## config.mk

```make
export PLATFORM = sky130hd
export DESIGN_NAME = dmem_ctrl_flat
export DESIGN_NICKNAME = d
export VERILOG_FILES = /design/src/rtl/dmem_pkg.sv /design/src/rtl/dmem_ctrl_if.sv /design/src/rtl/dmem_lane_align.sv /design/src/rtl/dmem_ctrl.sv /design/src/flat_wrapper.sv
export SDC_FILE = /design/constraint.sdc
export NUM_CORES = 1
export LEC_CHECK = 0
export CAP_MARGIN = 20
export CORE_UTILIZATION = 44
export CTS_CLUSTER_SIZE = 12
export DETAILED_ROUTE_END_ITERATION = 8
export PLACE_DENSITY = 0.83
export SETUP_SLACK_MARGIN = 0.4
export SKIP_CTS_REPAIR_TIMING = 1
export SLEW_MARGIN = 20
export SYNTH_ARGS = -nofsm -noshare
export SYNTH_HDL_FRONTEND = slang
export SYNTH_HIERARCHICAL = 1
export SYNTH_SLANG_ARGS = --single-unit
```

## constraint.sdc

```tcl
create_clock -name clk -period 2.1 [get_ports clk]
set_input_delay 0.42 -clock clk [delete_from_list [all_inputs] [get_ports clk]]
set_output_delay 0.42 -clock clk [all_outputs]
set_load 0.05 [all_outputs]
```

## src/rtl/dmem_pkg.sv

```systemverilog
// dmem_pkg: shared encodings for the data-memory access controller.
//   size_e  : load/store access size as carried on req_size_i
//   state_e : controller FSM states
package dmem_pkg;

   typedef enum logic [1:0] {
      SZ_BYTE = 2'b00,
      SZ_HALF = 2'b01,
      SZ_WORD = 2'b10,
      SZ_RSVD = 2'b11
   } size_e;

   typedef enum logic [1:0] {
      ST_IDLE = 2'b00,
      ST_LOAD = 2'b01,
      ST_RESP = 2'b10
   } state_e;

endpackage

```

## src/rtl/dmem_ctrl_if.sv

```systemverilog
// dmem_ctrl_if: bundles the load/store request channel, the response
// channel and the RAM-side port of dmem_ctrl.
//   slave  : controller view (dmem_ctrl)
//   master : load/store unit + RAM view
// Parameter ADDR_W is the RAM byte-address width; it must equal
// $clog2(DEPTH*WIDTH) of the attached controller.
interface dmem_ctrl_if #(
   parameter int ADDR_W = 11
);
   logic              req_valid_i;
   logic              req_ready_o;
   logic              req_we_i;
   logic [1:0]        req_size_i;
   logic              req_unsigned_i;
   logic [31:0]       req_addr_i;
   logic [31:0]       req_wdata_i;
   logic              rsp_valid_o;
   logic              rsp_ready_i;
   logic [31:0]       rsp_rdata_o;
   logic              rsp_err_o;
   logic [ADDR_W-1:0] mem_addr_o;
   logic [31:0]       mem_wr_data_o;
   logic [3:0]        mem_bytemask_o;
   logic              mem_write_en_o;
   logic              mem_read_en_o;
   logic [31:0]       mem_rd_data_i;

   modport slave (
      input  req_valid_i, req_we_i, req_size_i, req_unsigned_i, req_addr_i,
             req_wdata_i, rsp_ready_i, mem_rd_data_i,
      output req_ready_o, rsp_valid_o, rsp_rdata_o, rsp_err_o, mem_addr_o,
             mem_wr_data_o, mem_bytemask_o, mem_write_en_o, mem_read_en_o
   );

   modport master (
      output req_valid_i, req_we_i, req_size_i, req_unsigned_i, req_addr_i,
             req_wdata_i, rsp_ready_i, mem_rd_data_i,
      input  req_ready_o, rsp_valid_o, rsp_rdata_o, rsp_err_o, mem_addr_o,
             mem_wr_data_o, mem_bytemask_o, mem_write_en_o, mem_read_en_o
   );
endinterface

```

## src/rtl/dmem_lane_align.sv

```systemverilog
// dmem_lane_align: purely combinational byte-lane helper.
//   i_size, i_off, i_unsigned : access descriptor (offset = addr[1:0])
//   i_wdata  -> o_wdata  : right-aligned store data replicated across lanes
//   o_mask               : byte-lane enables for the access
//   o_misalign           : half at odd offset, word at nonzero offset, or reserved size
//   i_rdata  -> o_rdata  : RAM word shifted to the access offset, extracted and extended
// Reserved size is treated as word and misaligned offsets are forced to
// natural alignment; the caller decides whether o_misalign traps instead.
module dmem_lane_align
   import dmem_pkg::*;
(
   input  logic [1:0]  i_size,
   input  logic        i_unsigned,
   input  logic [1:0]  i_off,
   input  logic [31:0] i_wdata,
   input  logic [31:0] i_rdata,
   output logic [3:0]  o_mask,
   output logic [31:0] o_wdata,
   output logic        o_misalign,
   output logic [31:0] o_rdata
);
   logic [1:0]  w_off;
   logic [31:0] w_shift;

   // Lane mask, store replication, misalign detect and load extract/extend
   always_comb begin
      w_off      = 2'b00;
      o_mask     = 4'h0;
      o_wdata    = 32'h0000_0000;
      o_misalign = 1'b0;
      o_rdata    = 32'h0000_0000;
      w_shift    = 32'h0000_0000;
      case (i_size)
         SZ_BYTE: begin
            w_off      = i_off;
            o_mask     = 4'b0001 << i_off;
            o_wdata    = {4{i_wdata[7:0]}};
            o_misalign = 1'b0;
         end
         SZ_HALF: begin
            w_off      = {i_off[1], 1'b0};
            o_mask     = 4'b0011 << {i_off[1], 1'b0};
            o_wdata    = {2{i_wdata[15:0]}};
            o_misalign = i_off[0];
         end
         SZ_WORD: begin
            w_off      = 2'b00;
            o_mask     = 4'hF;
            o_wdata    = i_wdata;
            o_misalign = (i_off != 2'b00);
         end
         default: begin
            // reserved size behaves as a word access when it is not trapped
            w_off      = 2'b00;
            o_mask     = 4'hF;
            o_wdata    = i_wdata;
            o_misalign = 1'b1;
         end
      endcase
      w_shift = i_rdata >> {w_off, 3'b000};
      case (i_size)
         SZ_BYTE: o_rdata = i_unsigned ? {24'h00_0000, w_shift[7:0]}
                                       : {{24{w_shift[7]}}, w_shift[7:0]};
         SZ_HALF: o_rdata = i_unsigned ? {16'h0000, w_shift[15:0]}
                                       : {{16{w_shift[15]}}, w_shift[15:0]};
         default: o_rdata = w_shift;
      endcase
   end
endmodule

```

## src/rtl/dmem_ctrl.sv

```systemverilog
// dmem_ctrl: data-memory access controller between the load/store unit and
// a byte-lane RAM with one-cycle registered read latency.
//   clk      : single clock, rising edge
//   rst_n_i  : asynchronous active-low reset
//   bus      : dmem_ctrl_if.slave (request, response and RAM ports)
// Parameters: DEPTH (RAM words), WIDTH (bytes per word, must be 4).
// Optional build macro DMEM_MISALIGN_TRAP_EN: misaligned / reserved-size
// requests are answered with rsp_err_o instead of being force-aligned.
module dmem_ctrl
   import dmem_pkg::*;
#(
   parameter int DEPTH = 512,
   parameter int WIDTH = 4
) (
   input  logic       clk,
   input  logic       rst_n_i,
   dmem_ctrl_if.slave bus
);
   localparam int ADDR_W = $clog2(DEPTH * WIDTH);

   if (WIDTH != 4) begin : g_width_check
      $error("dmem_ctrl: WIDTH must be 4");
   end

   state_e      r_state;
   logic [1:0]  r_off;
   logic [1:0]  r_size;
   logic        r_uns;
   logic [31:0] r_rdata;
   logic        r_err;
   logic        r_valid;

   logic        w_accept;
   logic        w_trap;
   logic        w_wr_en;
   logic        w_rd_en;
   logic [3:0]  w_mask;
   logic [3:0]  w_req_mask;
   logic [31:0] w_req_wdata;
   logic        w_req_misalign;
   logic [31:0] w_ld_rdata;

   logic [3:0]         w_unused_ld_mask;
   logic [31:0]        w_unused_ld_wdata;
   logic               w_unused_ld_misalign;
   logic [31:0]        w_unused_req_rdata;
   logic [31-ADDR_W:0] w_unused_addr_hi;

   dmem_lane_align u_req_align (
      .i_size     (bus.req_size_i),
      .i_unsigned (bus.req_unsigned_i),
      .i_off      (bus.req_addr_i[1:0]),
      .i_wdata    (bus.req_wdata_i),
      .i_rdata    (32'h0000_0000),
      .o_mask     (w_req_mask),
      .o_wdata    (w_req_wdata),
      .o_misalign (w_req_misalign),
      .o_rdata    (w_unused_req_rdata)
   );

   dmem_lane_align u_ld_align (
      .i_size     (r_size),
      .i_unsigned (r_uns),
      .i_off      (r_off),
      .i_wdata    (32'h0000_0000),
      .i_rdata    (bus.mem_rd_data_i),
      .o_mask     (w_unused_ld_mask),
      .o_wdata    (w_unused_ld_wdata),
      .o_misalign (w_unused_ld_misalign),
      .o_rdata    (w_ld_rdata)
   );

`ifdef DMEM_MISALIGN_TRAP_EN
   assign w_trap = w_req_misalign;
`else
   logic w_unused_misalign;
   assign w_unused_misalign = w_req_misalign;
   assign w_trap            = 1'b0;
`endif

   // upper address bits only select aliases of the RAM
   assign w_unused_addr_hi = bus.req_addr_i[31:ADDR_W];

   // Accept qualification; reset drops the strobes without waiting for a clock
   always_comb begin
      w_accept = 1'b0;
      if (rst_n_i && bus.req_valid_i && (r_state == ST_IDLE)) begin
         w_accept = 1'b1;
      end else begin
         w_accept = 1'b0;
      end
   end

   // RAM strobes exist only in the accept cycle of a non-trapped request
   always_comb begin
      w_wr_en = 1'b0;
      w_rd_en = 1'b0;
      w_mask  = 4'h0;
      if (w_accept && !w_trap) begin
         if (bus.req_we_i) begin
            w_wr_en = 1'b1;
            w_mask  = w_req_mask;
         end else begin
            w_rd_en = 1'b1;
            w_mask  = 4'h0;
         end
      end else begin
         w_wr_en = 1'b0;
         w_rd_en = 1'b0;
         w_mask  = 4'h0;
      end
   end

   // Control FSM with registered response channel
   always_ff @(posedge clk or negedge rst_n_i) begin
      if (!rst_n_i) begin
         r_state <= ST_IDLE;
         r_off   <= 2'b00;
         r_size  <= 2'b00;
         r_uns   <= 1'b0;
         r_rdata <= 32'h0000_0000;
         r_err   <= 1'b0;
         r_valid <= 1'b0;
      end else begin
         case (r_state)
            ST_IDLE: begin
               if (w_accept) begin
                  r_rdata <= 32'h0000_0000;
                  r_err   <= w_trap;
                  if (w_trap || bus.req_we_i) begin
                     r_state <= ST_RESP;
                     r_valid <= 1'b1;
                  end else begin
                     r_state <= ST_LOAD;
                     r_off   <= bus.req_addr_i[1:0];
                     r_size  <= bus.req_size_i;
                     r_uns   <= bus.req_unsigned_i;
                  end
               end else begin
                  r_state <= ST_IDLE;
               end
            end
            ST_LOAD: begin
               // RAM read word is present this cycle
               r_rdata <= w_ld_rdata;
               r_valid <= 1'b1;
               r_state <= ST_RESP;
            end
            ST_RESP: begin
               if (bus.rsp_ready_i) begin
                  r_valid <= 1'b0;
                  r_state <= ST_IDLE;
               end else begin
                  r_state <= ST_RESP;
               end
            end
            default: begin
               r_valid <= 1'b0;
               r_state <= ST_IDLE;
            end
         endcase
      end
   end

   assign bus.req_ready_o    = (r_state == ST_IDLE);
   assign bus.rsp_valid_o    = r_valid;
   assign bus.rsp_rdata_o    = r_rdata;
   assign bus.rsp_err_o      = r_err;
   assign bus.mem_addr_o     = bus.req_addr_i[ADDR_W-1:0];
   assign bus.mem_wr_data_o  = w_req_wdata;
   assign bus.mem_bytemask_o = w_mask;
   assign bus.mem_write_en_o = w_wr_en;
   assign bus.mem_read_en_o  = w_rd_en;
endmodule
```

## src/flat_wrapper.sv

```systemverilog
// flat-port wrapper written by rule: the top's interface ports become plain ports
module dmem_ctrl_flat import dmem_pkg::*;
#(
   parameter int DEPTH = 512,
   parameter int WIDTH = 4
)
  (clk, rst_n_i, bus_req_valid_i, bus_req_we_i, bus_req_size_i, bus_req_unsigned_i, bus_req_addr_i, bus_req_wdata_i, bus_rsp_ready_i, bus_mem_rd_data_i, bus_req_ready_o, bus_rsp_valid_o, bus_rsp_rdata_o, bus_rsp_err_o, bus_mem_addr_o, bus_mem_wr_data_o, bus_mem_bytemask_o, bus_mem_write_en_o, bus_mem_read_en_o);
  dmem_ctrl_if bus_i ();
  input  logic clk;
  input  logic rst_n_i;
  input wire logic [$bits(bus_i.req_valid_i)-1:0] bus_req_valid_i;
  input wire logic [$bits(bus_i.req_we_i)-1:0] bus_req_we_i;
  input wire logic [$bits(bus_i.req_size_i)-1:0] bus_req_size_i;
  input wire logic [$bits(bus_i.req_unsigned_i)-1:0] bus_req_unsigned_i;
  input wire logic [$bits(bus_i.req_addr_i)-1:0] bus_req_addr_i;
  input wire logic [$bits(bus_i.req_wdata_i)-1:0] bus_req_wdata_i;
  input wire logic [$bits(bus_i.rsp_ready_i)-1:0] bus_rsp_ready_i;
  input wire logic [$bits(bus_i.mem_rd_data_i)-1:0] bus_mem_rd_data_i;
  output wire logic [$bits(bus_i.req_ready_o)-1:0] bus_req_ready_o;
  output wire logic [$bits(bus_i.rsp_valid_o)-1:0] bus_rsp_valid_o;
  output wire logic [$bits(bus_i.rsp_rdata_o)-1:0] bus_rsp_rdata_o;
  output wire logic [$bits(bus_i.rsp_err_o)-1:0] bus_rsp_err_o;
  output wire logic [$bits(bus_i.mem_addr_o)-1:0] bus_mem_addr_o;
  output wire logic [$bits(bus_i.mem_wr_data_o)-1:0] bus_mem_wr_data_o;
  output wire logic [$bits(bus_i.mem_bytemask_o)-1:0] bus_mem_bytemask_o;
  output wire logic [$bits(bus_i.mem_write_en_o)-1:0] bus_mem_write_en_o;
  output wire logic [$bits(bus_i.mem_read_en_o)-1:0] bus_mem_read_en_o;
  assign bus_i.req_valid_i = bus_req_valid_i;
  assign bus_i.req_we_i = bus_req_we_i;
  assign bus_i.req_size_i = bus_req_size_i;
  assign bus_i.req_unsigned_i = bus_req_unsigned_i;
  assign bus_i.req_addr_i = bus_req_addr_i;
  assign bus_i.req_wdata_i = bus_req_wdata_i;
  assign bus_i.rsp_ready_i = bus_rsp_ready_i;
  assign bus_i.mem_rd_data_i = bus_mem_rd_data_i;
  assign bus_req_ready_o = bus_i.req_ready_o;
  assign bus_rsp_valid_o = bus_i.rsp_valid_o;
  assign bus_rsp_rdata_o = bus_i.rsp_rdata_o;
  assign bus_rsp_err_o = bus_i.rsp_err_o;
  assign bus_mem_addr_o = bus_i.mem_addr_o;
  assign bus_mem_wr_data_o = bus_i.mem_wr_data_o;
  assign bus_mem_bytemask_o = bus_i.mem_bytemask_o;
  assign bus_mem_write_en_o = bus_i.mem_write_en_o;
  assign bus_mem_read_en_o = bus_i.mem_read_en_o;
  dmem_ctrl #(.DEPTH(DEPTH), .WIDTH(WIDTH)) u_core (.clk(clk), .rst_n_i(rst_n_i), .bus(bus_i));
endmodule
```

==> flow_summary.json <==
{
  "leakage_nw": 3.09,
  "io-pin-count": 188,
  "die_w_um": 85.2,
  "setup_tns_ps": 0,
  "vias_per_cell": 6.24,
  "root_buffer": "clkbuf_8",
  "wire_length_of_the_first_global_routing_pass_mm": 14.8,
  "remaining_drc_errors": 0,
  "drtAntennaViolNets": 0,
  "buffer_levels_on_the_longest_clock_path": 2,
  "initial_utilization_pct": 46.9,
  "worst_r2r_endpoint": "u_core/bus.rsp_rdata_o[29]",
  "floorplan.die.height_um": 85.2,
  "run_status": "complete, no violations",
  "rows": 29,
  "drv.max_cap_violation_count": 0,
  "report.final.hold_viol_count": 0,
  "placement.cell_area_mm2": 0.00480,
  "min_period_over_period_pct": 92.2,
  "setup-violations-final": 0,
  "timing.critical_path.from_type": "register",
  "fin_skew_ps": 6.80,
  "overflow": 0,
  "worst_pin_slew_ps": 535,
  "largest_net_degree_at_the_start_of_global_routing": 41,
  "cp.required_ps": 2280,
  "timing_worst_setup_path_type": "reg -> reg",
  "finalCriticalPeriod_ps": 1940,
  "dpl_worst_slack_ps": -184,
  "worst_reg2reg_setup_slack_ps": 160,
  "worstHoldPathType": "in -> async",
  "max_freq_mhz": 517,
  "core_area_mm2": 0.00649,
  "area.growth.synth_to_final_pct": 85.2,
  "clock_sink_count": 40,
  "nNetsFinal": 520,
  "clk_transition_reported_paths_ps": 80,
  "detail_route.wl_per_cell_um": 25.3,
  "global_route.usage.total_pct": 26.7,
  "drc_marker_count_from_the_first_detailed_route_iteration": 230,
  "post_route_cells_drive_above_1_share_pct": 47.0,
  "worst-r2r-cell-count": 6,
  "wirelength_mm": 12.5,
  "worst-endpoint-arrival_ps": 2120,
  "die-area_mm2": 0.00725,
  "postSynthNetCount": 377,
  "reg2reg_from": "u_core/r_size[0]",
  "cp_max_fo": 8,
  "syn_inst": 273,
  "rsz_0062_raised_after_global_routing": "true",
  "yosysWarnings": 6,
  "final_critical_path_setup_slack_ps": 165,
  "peakVddDrop_mv": 0.738,
  "post-dp-hpwl_mm": 7.29,
  "io_buffer_count": 147,
  "clock_insertion_delay_worst_skew_ps": 300,
  "worstSetupEndpointType": "register",
  "globalplace.congestion": 0.817,
  "timing_max_transition_violations_final": 0,
  "grt_antenna_before_repair": 1,
  "detailedRoute.firstPassIterationCount": 5,
  "syn-mean-instance-area_um2": 11.2,
  "netlist_area_mm2": 0.00304,
  "cts-buffers-inserted": 5,
  "final_util_pct": 86.8,
  "htree_levels": 2,
  "via_count": 3087,
  "grt_pass1_vias": 2888,
  "timing.slew.headroom_pct": 64.3,
  "layout.cell_area.non_filler_mm2": 0.00564,
  "cts_tree": "built",
  "cellPowerDensity_mw_per_mm2": 1290
}
-- report_power, final --
part	leakage [nW]	internal [mW]	total (mW)	switching, mW
Clock	0.0552	0.353	0.639	0.286
Combinational	2.51	2.39	5.27	2.87
Sequential	0.527	1.08	1.35	0.271
-- critical path: stages (launching register included) --
cell	delay [ps]
dfrtp_2	440
nand2b_4	190
mux2i_1	320
o221a_4	320
clkbuf_16	190
o221ai_2	110
a22o_1	250
-- placed cells by master (no fill, tap or decap), types with 2 or more instances in the layout --
cell              n
buf_12           36
buf_8             4
and2_4            4
dfrtp_1          34
o21ai_2           2
o21ai_4           6
nor2_1            2
dfrtp_2           6
clkdlybuf4s50_1  47
buf_6            14
mux4_2            7
a21oi_2           2
mux2_4           17
nor2_8            2
mux2i_1           8
buf_4            30
mux2_2            4
o221ai_2         14
clkbuf_16         4
o221ai_4          2
mux2i_4           5
a22o_1           30
a22o_2            2
nor2_4            2
nand2_1          26
o22ai_4           2
a21oi_1           3
nor2b_4           2
dlymetal6s2s_1   56
nand2b_4          2
o22ai_2           6
mux2i_2           3
o21a_1            2
clkbuf_8          5
-- cell type report --
cell class              instances  area [µm²]
repair buffers                192        2440
clock inverters                 2        35.0
inverters                       2        7.51
flip-flops and latches         40        1010
fillers                       271         856
multi-input cells             175        1980
well taps                      77        96.3
diodes                          1        2.50
clock buffers                   6        72.6
-- metrics by stage --
stage          hold slack, ps  instances  total power, mW
3_5_place_dp              480        463             5.53
3_3_place_gp              481        463             5.44
6_report                  296        495             7.25
4_1_cts                   302        471             6.16
5_1_grt                   336        494             7.48
2_1_floorplan             124        273             4.33
-- registers in the layout, summed over array words and instances (netlist names) --
signal,cells
u_core/r_off,2
u_core/r_size,2
u_core/r_uns,1
u_core/bus.rsp_valid_o,1
u_core/r_state,2
u_core/bus.rsp_rdata_o,32
-- worst max path at each step --
stage / from / to / slack [ps]
after detailed placement: bus_req_size_i[0] / bus_mem_wr_data_o[28] / -180
after global placement: bus_req_size_i[0] / bus_mem_wr_data_o[28] / -110
after floorplan: bus_req_we_i / bus_mem_bytemask_o[0] / 270
final: u_core/r_size[0] / u_core/bus.rsp_rdata_o[29] / 160
after global routing: u_core/r_state[0] / bus_mem_bytemask_o[3] / 130
after CTS: bus_req_size_i[0] / bus_mem_wr_data_o[28] / -190
-- routing by layer --
metal  global-route usage [%]  vias up  wire, µm  part of all wire (%)
met5                        0        -         0                     0
met3                     7.39       36      1050                   8.4
met2                     47.1      225      6670                    53
li1                         -     1284         -                     -
met4                     9.24        0       329                   2.6
met1                     31.2     1542      4480                    36
No activity file was read; power rests on OpenSTA's default activity.
